**src/rtl/vending_pkg.sv**
```systemverilog
// Shared types and coin codes for the vending controller.
package vending_pkg;

  typedef enum logic [1:0] {
    ST_IDLE   = 2'd0,
    ST_CREDIT = 2'd1,
    ST_VEND   = 2'd2,
    ST_CHANGE = 2'd3
  } state_e;

  localparam logic [1:0] COIN_NONE = 2'b00;
  localparam logic [1:0] COIN_A_C  = 2'b01;
  localparam logic [1:0] COIN_B_C  = 2'b10;
  localparam logic [1:0] COIN_C_C  = 2'b11;

endpackage

```
**src/rtl/vending_fsm_param_if.sv**
```systemverilog
// Coin/select/change handshake bundle between the host side and the controller.
interface vending_fsm_param_if #(
  parameter int CREDIT_W = 8,
  parameter int SEL_W    = 2
);
  logic [1:0]          coin;
  logic [SEL_W-1:0]    sel;
  logic                buy;
  logic                cancel;
  logic                change_ack;
  logic                dispense;
  logic [SEL_W-1:0]    dispense_item;
  logic                change_valid;
  logic [CREDIT_W-1:0] credit;
  logic                coin_reject;
  logic                deny;
  logic                busy;

  modport master (
    output coin, sel, buy, cancel, change_ack,
    input  dispense, dispense_item, change_valid, credit, coin_reject, deny, busy
  );

  modport slave (
    input  coin, sel, buy, cancel, change_ack,
    output dispense, dispense_item, change_valid, credit, coin_reject, deny, busy
  );
endinterface

```
**src/rtl/vend_coin_decode.sv**
```systemverilog
// Maps a two-bit coin code onto its rupee value; code 00 is worth nothing.
module vend_coin_decode
  import vending_pkg::*;
#(
  parameter int CREDIT_W = 8,
  parameter int COIN_A   = 5,
  parameter int COIN_B   = 10,
  parameter int COIN_C   = 20
) (
  input  logic [1:0]          i_coin,
  output logic [CREDIT_W-1:0] o_value
);

  // Pure lookup of the coin code.
  always_comb begin
    o_value = '0;
    case (i_coin)
      COIN_A_C: o_value = CREDIT_W'(COIN_A);
      COIN_B_C: o_value = CREDIT_W'(COIN_B);
      COIN_C_C: o_value = CREDIT_W'(COIN_C);
      default:  o_value = '0;
    endcase
  end

endmodule

```
**src/rtl/vending_fsm_param.sv**
```systemverilog
// Multi-item vending controller: credit accumulation, vend, change payout.
//
//   state  | meaning
//   IDLE   | no credit held
//   CREDIT | credit > 0, accepting coins, buy or cancel
//   VEND   | single dispense cycle
//   CHANGE | returning credit one CHANGE_UNIT per ack
module vending_fsm_param
  import vending_pkg::*;
#(
  parameter int CREDIT_W    = 8,
  parameter int NUM_ITEMS   = 4,
  parameter int SEL_W       = 2,
  parameter logic [NUM_ITEMS*CREDIT_W-1:0] PRICES = {8'd25, 8'd20, 8'd15, 8'd10},
  parameter int COIN_A      = 5,
  parameter int COIN_B      = 10,
  parameter int COIN_C      = 20,
  parameter int CHANGE_UNIT = 5,
  parameter int MAX_CREDIT  = 50
) (
  input  logic                clk,
  input  logic                rst,
  vending_fsm_param_if.slave  bus
);

  state_e              r_state;
  logic [CREDIT_W-1:0] r_credit;
  logic [SEL_W-1:0]    r_item;
  logic                r_reject;
  logic                r_deny;

  logic [CREDIT_W-1:0] w_coin_val;
  logic [CREDIT_W:0]   w_sum;
  logic [CREDIT_W-1:0] w_price;
  logic [SEL_W-1:0]    w_idx;
  logic                w_sel_ok;
  logic                w_afford;
  logic                w_fits;
  logic                w_coin_in;

  vend_coin_decode #(
    .CREDIT_W (CREDIT_W),
    .COIN_A   (COIN_A),
    .COIN_B   (COIN_B),
    .COIN_C   (COIN_C)
  ) u_coin_decode (
    .i_coin  (bus.coin),
    .o_value (w_coin_val)
  );

  // Out-of-range selections look up item 0 so the part-select never leaves the table;
  // they are refused through w_sel_ok anyway.
  assign w_sel_ok  = int'(bus.sel) < NUM_ITEMS;
  assign w_idx     = w_sel_ok ? bus.sel : '0;
  assign w_price   = PRICES[int'(w_idx)*CREDIT_W +: CREDIT_W];
  assign w_afford  = w_sel_ok && (r_credit >= w_price);
  assign w_sum     = {1'b0, r_credit} + {1'b0, w_coin_val};
  assign w_fits    = w_sum <= (CREDIT_W+1)'(MAX_CREDIT);
  assign w_coin_in = bus.coin != COIN_NONE;

  // State, credit and event pulses; cancel beats buy beats coin.
  always_ff @(posedge clk) begin
    if (rst) begin
      r_state  <= ST_IDLE;
      r_credit <= '0;
      r_item   <= '0;
      r_reject <= 1'b0;
      r_deny   <= 1'b0;
    end else begin
      r_reject <= 1'b0;
      r_deny   <= 1'b0;
      case (r_state)
        ST_IDLE, ST_CREDIT: begin
          if (bus.cancel) begin
            r_reject <= w_coin_in;
            if (r_credit != '0) r_state <= ST_CHANGE;
          end else if (bus.buy) begin
            r_reject <= w_coin_in;
            if (w_afford) begin
              r_credit <= r_credit - w_price;
              r_item   <= bus.sel;
              r_state  <= ST_VEND;
            end else begin
              r_deny <= 1'b1;
            end
          end else if (w_coin_in) begin
            if (w_fits) begin
              r_credit <= w_sum[CREDIT_W-1:0];
              r_state  <= ST_CREDIT;
            end else begin
              r_reject <= 1'b1;
            end
          end
        end
        ST_VEND: begin
          r_reject <= w_coin_in;
          r_state  <= (r_credit != '0) ? ST_CHANGE : ST_IDLE;
        end
        ST_CHANGE: begin
          r_reject <= w_coin_in;
          if (bus.change_ack) begin
            r_credit <= r_credit - CREDIT_W'(CHANGE_UNIT);
            if (r_credit == CREDIT_W'(CHANGE_UNIT)) r_state <= ST_IDLE;
          end
        end
        default: r_state <= ST_IDLE;
      endcase
    end
  end

  assign bus.dispense      = (r_state == ST_VEND);
  assign bus.change_valid  = (r_state == ST_CHANGE);
  assign bus.busy          = (r_state == ST_VEND) || (r_state == ST_CHANGE);
  assign bus.dispense_item = r_item;
  assign bus.credit        = r_credit;
  assign bus.coin_reject   = r_reject;
  assign bus.deny          = r_deny;

endmodule

```
**src/flat_wrapper.sv**
```systemverilog
// flat-port wrapper written by rule: the top's interface ports become plain ports
module vending_fsm_param_flat import vending_pkg::*;
#(
  parameter int CREDIT_W    = 8,
  parameter int NUM_ITEMS   = 4,
  parameter int SEL_W       = 2,
  parameter logic [NUM_ITEMS*CREDIT_W-1:0] PRICES = {8'd25, 8'd20, 8'd15, 8'd10},
  parameter int COIN_A      = 5,
  parameter int COIN_B      = 10,
  parameter int COIN_C      = 20,
  parameter int CHANGE_UNIT = 5,
  parameter int MAX_CREDIT  = 50
)
  (clk, rst, bus_coin, bus_sel, bus_buy, bus_cancel, bus_change_ack, bus_dispense, bus_dispense_item, bus_change_valid, bus_credit, bus_coin_reject, bus_deny, bus_busy);
  vending_fsm_param_if #(.CREDIT_W(CREDIT_W), .SEL_W(SEL_W)) bus_i ();
  input  logic clk;
  input  logic rst;
  input wire logic [$bits(bus_i.coin)-1:0] bus_coin;
  input wire logic [$bits(bus_i.sel)-1:0] bus_sel;
  input wire logic [$bits(bus_i.buy)-1:0] bus_buy;
  input wire logic [$bits(bus_i.cancel)-1:0] bus_cancel;
  input wire logic [$bits(bus_i.change_ack)-1:0] bus_change_ack;
  output wire logic [$bits(bus_i.dispense)-1:0] bus_dispense;
  output wire logic [$bits(bus_i.dispense_item)-1:0] bus_dispense_item;
  output wire logic [$bits(bus_i.change_valid)-1:0] bus_change_valid;
  output wire logic [$bits(bus_i.credit)-1:0] bus_credit;
  output wire logic [$bits(bus_i.coin_reject)-1:0] bus_coin_reject;
  output wire logic [$bits(bus_i.deny)-1:0] bus_deny;
  output wire logic [$bits(bus_i.busy)-1:0] bus_busy;
  assign bus_i.coin = bus_coin;
  assign bus_i.sel = bus_sel;
  assign bus_i.buy = bus_buy;
  assign bus_i.cancel = bus_cancel;
  assign bus_i.change_ack = bus_change_ack;
  assign bus_dispense = bus_i.dispense;
  assign bus_dispense_item = bus_i.dispense_item;
  assign bus_change_valid = bus_i.change_valid;
  assign bus_credit = bus_i.credit;
  assign bus_coin_reject = bus_i.coin_reject;
  assign bus_deny = bus_i.deny;
  assign bus_busy = bus_i.busy;
  vending_fsm_param #(.CREDIT_W(CREDIT_W), .NUM_ITEMS(NUM_ITEMS), .SEL_W(SEL_W), .PRICES(PRICES), .COIN_A(COIN_A), .COIN_B(COIN_B), .COIN_C(COIN_C), .CHANGE_UNIT(CHANGE_UNIT), .MAX_CREDIT(MAX_CREDIT)) u_core (.clk(clk), .rst(rst), .bus(bus_i));
endmodule
```
**config.mk**
```make
export PLATFORM = sky130hd
export DESIGN_NAME = vending_fsm_param_flat
export DESIGN_NICKNAME = d
export VERILOG_FILES = /design/src/rtl/vending_pkg.sv /design/src/rtl/vending_fsm_param_if.sv /design/src/rtl/vend_coin_decode.sv /design/src/rtl/vending_fsm_param.sv /design/src/flat_wrapper.sv
export SDC_FILE = /design/constraint.sdc
export NUM_CORES = 1
export LEC_CHECK = 0
export BUFFER_PORTS_ARGS = -buffer_cell sky130_fd_sc_hd__buf_2
export CORE_UTILIZATION = 45
export CTS_BUF_LIST = sky130_fd_sc_hd__clkbuf_16
export DETAILED_ROUTE_END_ITERATION = 7
export PLACE_DENSITY = 0.66
export RECOVER_POWER = 25
export SLEW_MARGIN = 20
export SYNTH_ARGS = -nofsm -noshare
export SYNTH_HDL_FRONTEND = slang
export SYNTH_SLANG_ARGS = --single-unit
```
**constraint.sdc**
```tcl
create_clock -name clk -period 3.4 [get_ports clk]
set_input_delay 0.68 -clock clk [delete_from_list [all_inputs] [get_ports clk]]
set_output_delay 0.68 -clock clk [all_outputs]
set_load 0.05 [all_outputs]
```
; After elaboration in Yosys (flattened, before gate mapping)
; Index checks and enable logic that the tools add are counted.
[word_totals]
inputBits = 9
output_inout_bits = 15
register_bits = 14
[op_classes]
n_addsub = 3
reduce_logical = 11
eq_ne = 17
shift = 1
order_cmp = 2
bitwise_logic = 3
muxes = 24
[op_table]
columns = cell, count
row1 = 2-to-1 mux 8 bit, 6
row2 = "indexed part select 32 x 6 -> 8 bit, first input constant", 1
row3 = 2-to-1 mux 2 bit, 9
row4 = one-hot mux 8 bit (2 select lines), 1
row5 = one-hot mux 5 bit (3 select lines), 1
row6 = "!= test 3 x 2 -> 1 bit, second input constant", 4
row7 = "!= test 4 x 3 -> 1 bit, second input constant", 3
row8 = AND reduction 6 bit, 2
row9 = adder 8 x 5 -> 9 bit, 1
row10 = "<= comparator 9 x 6 -> 1 bit, second input constant", 1
row11 = "equality test 2 bit, second input constant", 4
row12 = "equality test 8 x 3 -> 1 bit, second input constant", 1
row13 = >= comparator 8 bit, 1
row14 = nonzero test 8 bit, 1
row15 = "subtractor 8 x 3 -> 8 bit, second input constant", 1
row16 = subtractor 8 bit, 1
row17 = one-hot mux 2 bit (3 select lines), 1
row18 = 2-to-1 mux 1 bit, 5
row19 = "equality test 2 x 1 -> 1 bit, second input constant", 2
row20 = "!= test 2 bit, second input constant", 2
row21 = AND reduction 4 bit, 1
row22 = nonzero test 2 bit, 2
row23 = OR reduction 2 bit, 2
row24 = OR reduction 4 bit, 1
row25 = other kinds (5), 7

; Longest topological paths before layout
[logic_depth]
ltp_word = 9
depth_mapped = 13
depth_no_buf = 12

; By module
; Synthesis repeated with hierarchy kept, for this count alone.
[unflattened]
hier_cells = 230
area_unflattened_um2 = 1749.2
[modules_own_cells]
columns = mod, seq_area_each_um2, n_inst, cells_per_inst, area_per_inst_um2
row1 = vending_fsm_param, 280.3, 1, 221, 1689.1
row2 = vend_coin_decode, 0.0, 1, 9, 60.1

; Least setup slack after synthesis
; OpenSTA, ideal clock, no wires.
[synth_timing]
path_type = register to register
from = reg u_core.r_credit[2], in the netlist u_core.bus.credit[2]
to = reg u_core.r_credit[5], in the netlist u_core.bus.credit[5]
stages_incl_launch_ff = 11
setup_ns = 0.121
slack_ns = 0.334
arrival_time_ns = 2.945
synth_period_minus_slack_ns = 3.066
n_path_buf = 1
cell_sequence = dfxtp_1 > ha_1 > and3_1 > o31ai_4 > a21oi_1 > or3_1 > a41o_1 > o31ai_2 > buf_6 > nand3_2 > mux2_4
[synth_between]
elab_chain_cells = 6
[synth_lines]
columns = element, line_no
row1 = from (decl), vending_fsm_param.sv:27  ; logic [CREDIT_W-1:0] r_credit;
row2 = from (signal assigned), vending_fsm_param.sv:80  ; r_credit <= r_credit - w_price;
row3 = from (signal assigned), vending_fsm_param.sv:88  ; r_credit <= w_sum[CREDIT_W-1:0];
row4 = from (signal assigned), vending_fsm_param.sv:102  ; r_credit <= r_credit - CREDIT_W'(CHANGE_UNIT);
row5 = "parallel branches: the longest is 6 deep, another holds adder 8 x 5 -> 9 bit", n/a
; Several ways; the timed one is not identified. The select of a mux whose other input is x is not followed.
; A chain may end at the register's enable or synchronous reset.

; Worst setup path in the final report
[layout_timing]
from = reg u_core.r_credit[1], in the netlist u_core.bus.credit[1]
to = reg u_core.r_credit[2], in the netlist u_core.bus.credit[2]
; Same word-level chain as after synthesis.

==> impl_metrics.json <==
{
  "clkTransAtPathRegs_ns": 0.04,
  "ctsHoldBuffers": 0,
  "num_rows": 20,
  "period_needed_ns": 3.09,
  "vias_per_cell": 6.03,
  "layout-drive-gt1-share_pct": 17.7,
  "power.share.switching_pct": 51.8,
  "grt_pass1_vias": 1341,
  "drtIter0Drc": 92,
  "cts_made_buffers": 3,
  "placed_cells": 250,
  "grt_pass1_wl_um": 6400,
  "avgSynthCellArea_um2": 7.72,
  "die-area_um2": 3490,
  "antenna_found_initial": 0,
  "fin_nets": 233,
  "syn_inst": 190,
  "syn_area_um2": 1470,
  "drc": 0,
  "setup_viol": 0,
  "portBuffers": 23,
  "tns_ns": 0,
  "area_growth_pct": 12.5,
  "synthDistinctLibCells": 53,
  "cts_resized": 0,
  "seqPwrFrac_pct": 20.8,
  "worst_pin_slew_ns": 0.596,
  "ctsRootBufferMaster": "clkbuf_16",
  "grt_setup_unrepaired": "no",
  "routed_wl_um": 4020,
  "gp_congestion": 0.889,
  "max_freq_ghz": 0.324,
  "dp_worst_setup_slack_ns": 0.0945,
  "setup.worst_path.end_class": "flop",
  "syn-num-nets": 212,
  "internal_power_w": 0.000704,
  "vias": 1525,
  "dr.pass1.iters": 4,
  "p_sw_w": 0.000758,
  "crit_fanout": 10,
  "grt_max_degree": 15,
  "die_x_um": 59.1,
  "cts_setup_buffers": 0,
  "seq_area_frac_synth_pct": 19.1,
  "postSynth.asyncResetShare_pct": 0,
  "combPwrFrac_pct": 64.3,
  "htreeDepth": 1,
  "power_frac_clock_pct": 14.9,
  "hp-class": "flop to flop",
  "status": "completed",
  "core_area_um2": 3080,
  "ys_ff_latch": 14,
  "cts_tree": "done",
  "final_antenna_net_count": 0,
  "final_cells": 253,
  "crit_arrival_ns": 3.21,
  "ir_worst_vdd_uv": 449,
  "grt-ovfl-total": 0,
  "p_leak_nw": 0.768,
  "cts_buffer_depth": 2,
  "max-slew-margin-rel_pct": 60.4,
  "hold_viol": 0,
  "power_density_nw_per_um2": 886,
  "clk_latency_ns": 0.24,
  "num_io_pins": 24,
  "ys.warnings.count": 0,
  "start_kind": "flop",
  "synth_edf_count": 0,
  "wl_per_cell_um": 15.9,
  "slew_viol_final": 0,
  "dieHeight_um": 59.1,
  "fin_skew_ns": 0.00221,
  "cts.sinks": 14,
  "initial_core_util_pct": 47.6,
  "required_ns": 3.53,
  "cap_violations": 0,
  "grt.total_usage_pct": 24.4,
  "criticalPathCategory": "flop to flop",
  "place.detailed.hpwl_um": 3170,
  "fin_crit_sh_pct": 90.8,
  "setup_slack_ns": 0.313,
  "ys.flop_type": "dfxtp_1",
  "antenna_cells": 0
}
[layout by cell type, fill, tap and decap left out, types with 4 or more instances in the layout]
cell and instances:
nor2_1 17, buf_2 16, nand2_1 15, a21oi_1 14
dfxtp_1 14, inv_1 13, ha_1 12, o21ai_0 8
clkbuf_1 7, nor2b_1 6, nand3_1 5, nor3_1 5
nor4_1 5, a21o_1 5, o21a_1 4, a211oi_1 4
a32o_1 4
[worst max-delay path, cell delays in order (launching register included)]
cell and delay, ns:
dfxtp_1 0.54, inv_1 0.23, xnor2_1 0.19, ha_1 0.24, o21a_1 0.17, nor3_1 0.21
a211o_1 0.18, nor4_1 0.06, o31ai_1 0.37, o31ai_2 0.12, buf_4 0.18, and3_2 0.24
a32o_1 0.23
[path summary, 6_finish.rpt]
check                                             end  cells after the start                                     start  slack [ns]
max                 u_core.bus.credit[2]$_SDFFE_PP0P_                     12         u_core.bus.credit[1]$_SDFFE_PP0P_        0.31
min          u_core.bus.dispense_item[1]$_SDFFE_PP0P_                      2  u_core.bus.dispense_item[1]$_SDFFE_PP0P_        0.49
max reg2reg         u_core.bus.credit[2]$_SDFFE_PP0P_                     12         u_core.bus.credit[1]$_SDFFE_PP0P_        0.31
min reg2reg  u_core.bus.dispense_item[1]$_SDFFE_PP0P_                      2  u_core.bus.dispense_item[1]$_SDFFE_PP0P_        0.49
[layout make-up]
class,count,area (µm²)
fill,312,1430
multi-input combinational,153,1060
sequential,14,280
timing repair buffer,26,129
clock buffer,3,75.1
tap,44,55.1
inverter,13,48.8
[layer usage]
metal / wire [µm] / GRT usage, %
met2: 1970 / 42.7
met1: 1770 / 31.5
met5: 0 / 0
met4: 55 / 6.80
met3: 223 / 2.84
[cell usage after synthesis (all sizes together) (3+ instances only)]
cell    number  share of area [%]
nand3        6                2.4
and3         4                1.9
or3          3                1.4
a211oi       4                2.0
nor3         5                1.7
ha          12                 10
nand4        3                1.3
o22ai        3                1.3
inv         13                3.3
xor2         3                1.8
clkbuf       5                2.6
o21ai        8                2.7
a32o         4                2.7
nor4         5                2.1
o21a         4                2.0
a21o         5                2.6
nor2        17                4.4
nand2       15                3.8
a21oi       14                4.8
buf          5                2.6
dfxtp       14                 19
o211ai       3                1.5
o31ai        5                3.8
nor2b        6                2.6
[registers in the layout, indices dropped and copies added (netlist names)]
signal,flops
u_core.bus.credit,8
u_core.bus.coin_reject,1
u_core.bus.deny,1
u_core.bus.dispense_item,2
u_core.r_state,2
[metrics by stage]
| stage | util (%) | power (W) | hold slack (ns) | area (µm²) |
|---|---|---|---|---|
| detailed placement | 51.4 | 0.00124 | 0.486 | 1580 |
| CTS | 53.9 | 0.00146 | 0.496 | 1660 |
| finish | 53.6 | 0.00146 | 0.490 | 1650 |
| global placement | 51.4 | 0.00121 | 0.464 | 1580 |
| floorplan | - | 0.00105 | 0.485 | 1470 |
| global route | 53.6 | 0.00156 | 0.535 | 1650 |
[logic make-up (layout without fill, tap and decap cells)]
logic type               after synthesis  in the layout  synth area share (%)
AND/OR/NAND/NOR                       71             71                  25.1
AO/OA/AOI/OAI                         62             62                  30.9
buffers and inverters                 23             42                  8.53
flip-flops                            14             14                  19.1
adder cells (fa/ha/maj)               13             13                  11.6
XOR/XNOR                               5              5                  2.99
multiplexers                           2              2                  1.79
[power by group through the flow]
stage	clock (W)	combinational (W)	sequential [W]
final	0.000218	0.000939	0.000305
after global routing	0.000231	0.00102	0.000312
after CTS	0.000221	0.000936	0.000302
after detailed placement	0	0.000932	0.000305
after global placement	0	0.000908	0.000302
after floorplan	0	0.000656	0.000393
Note: power is estimated with default switching activity, not from simulation.
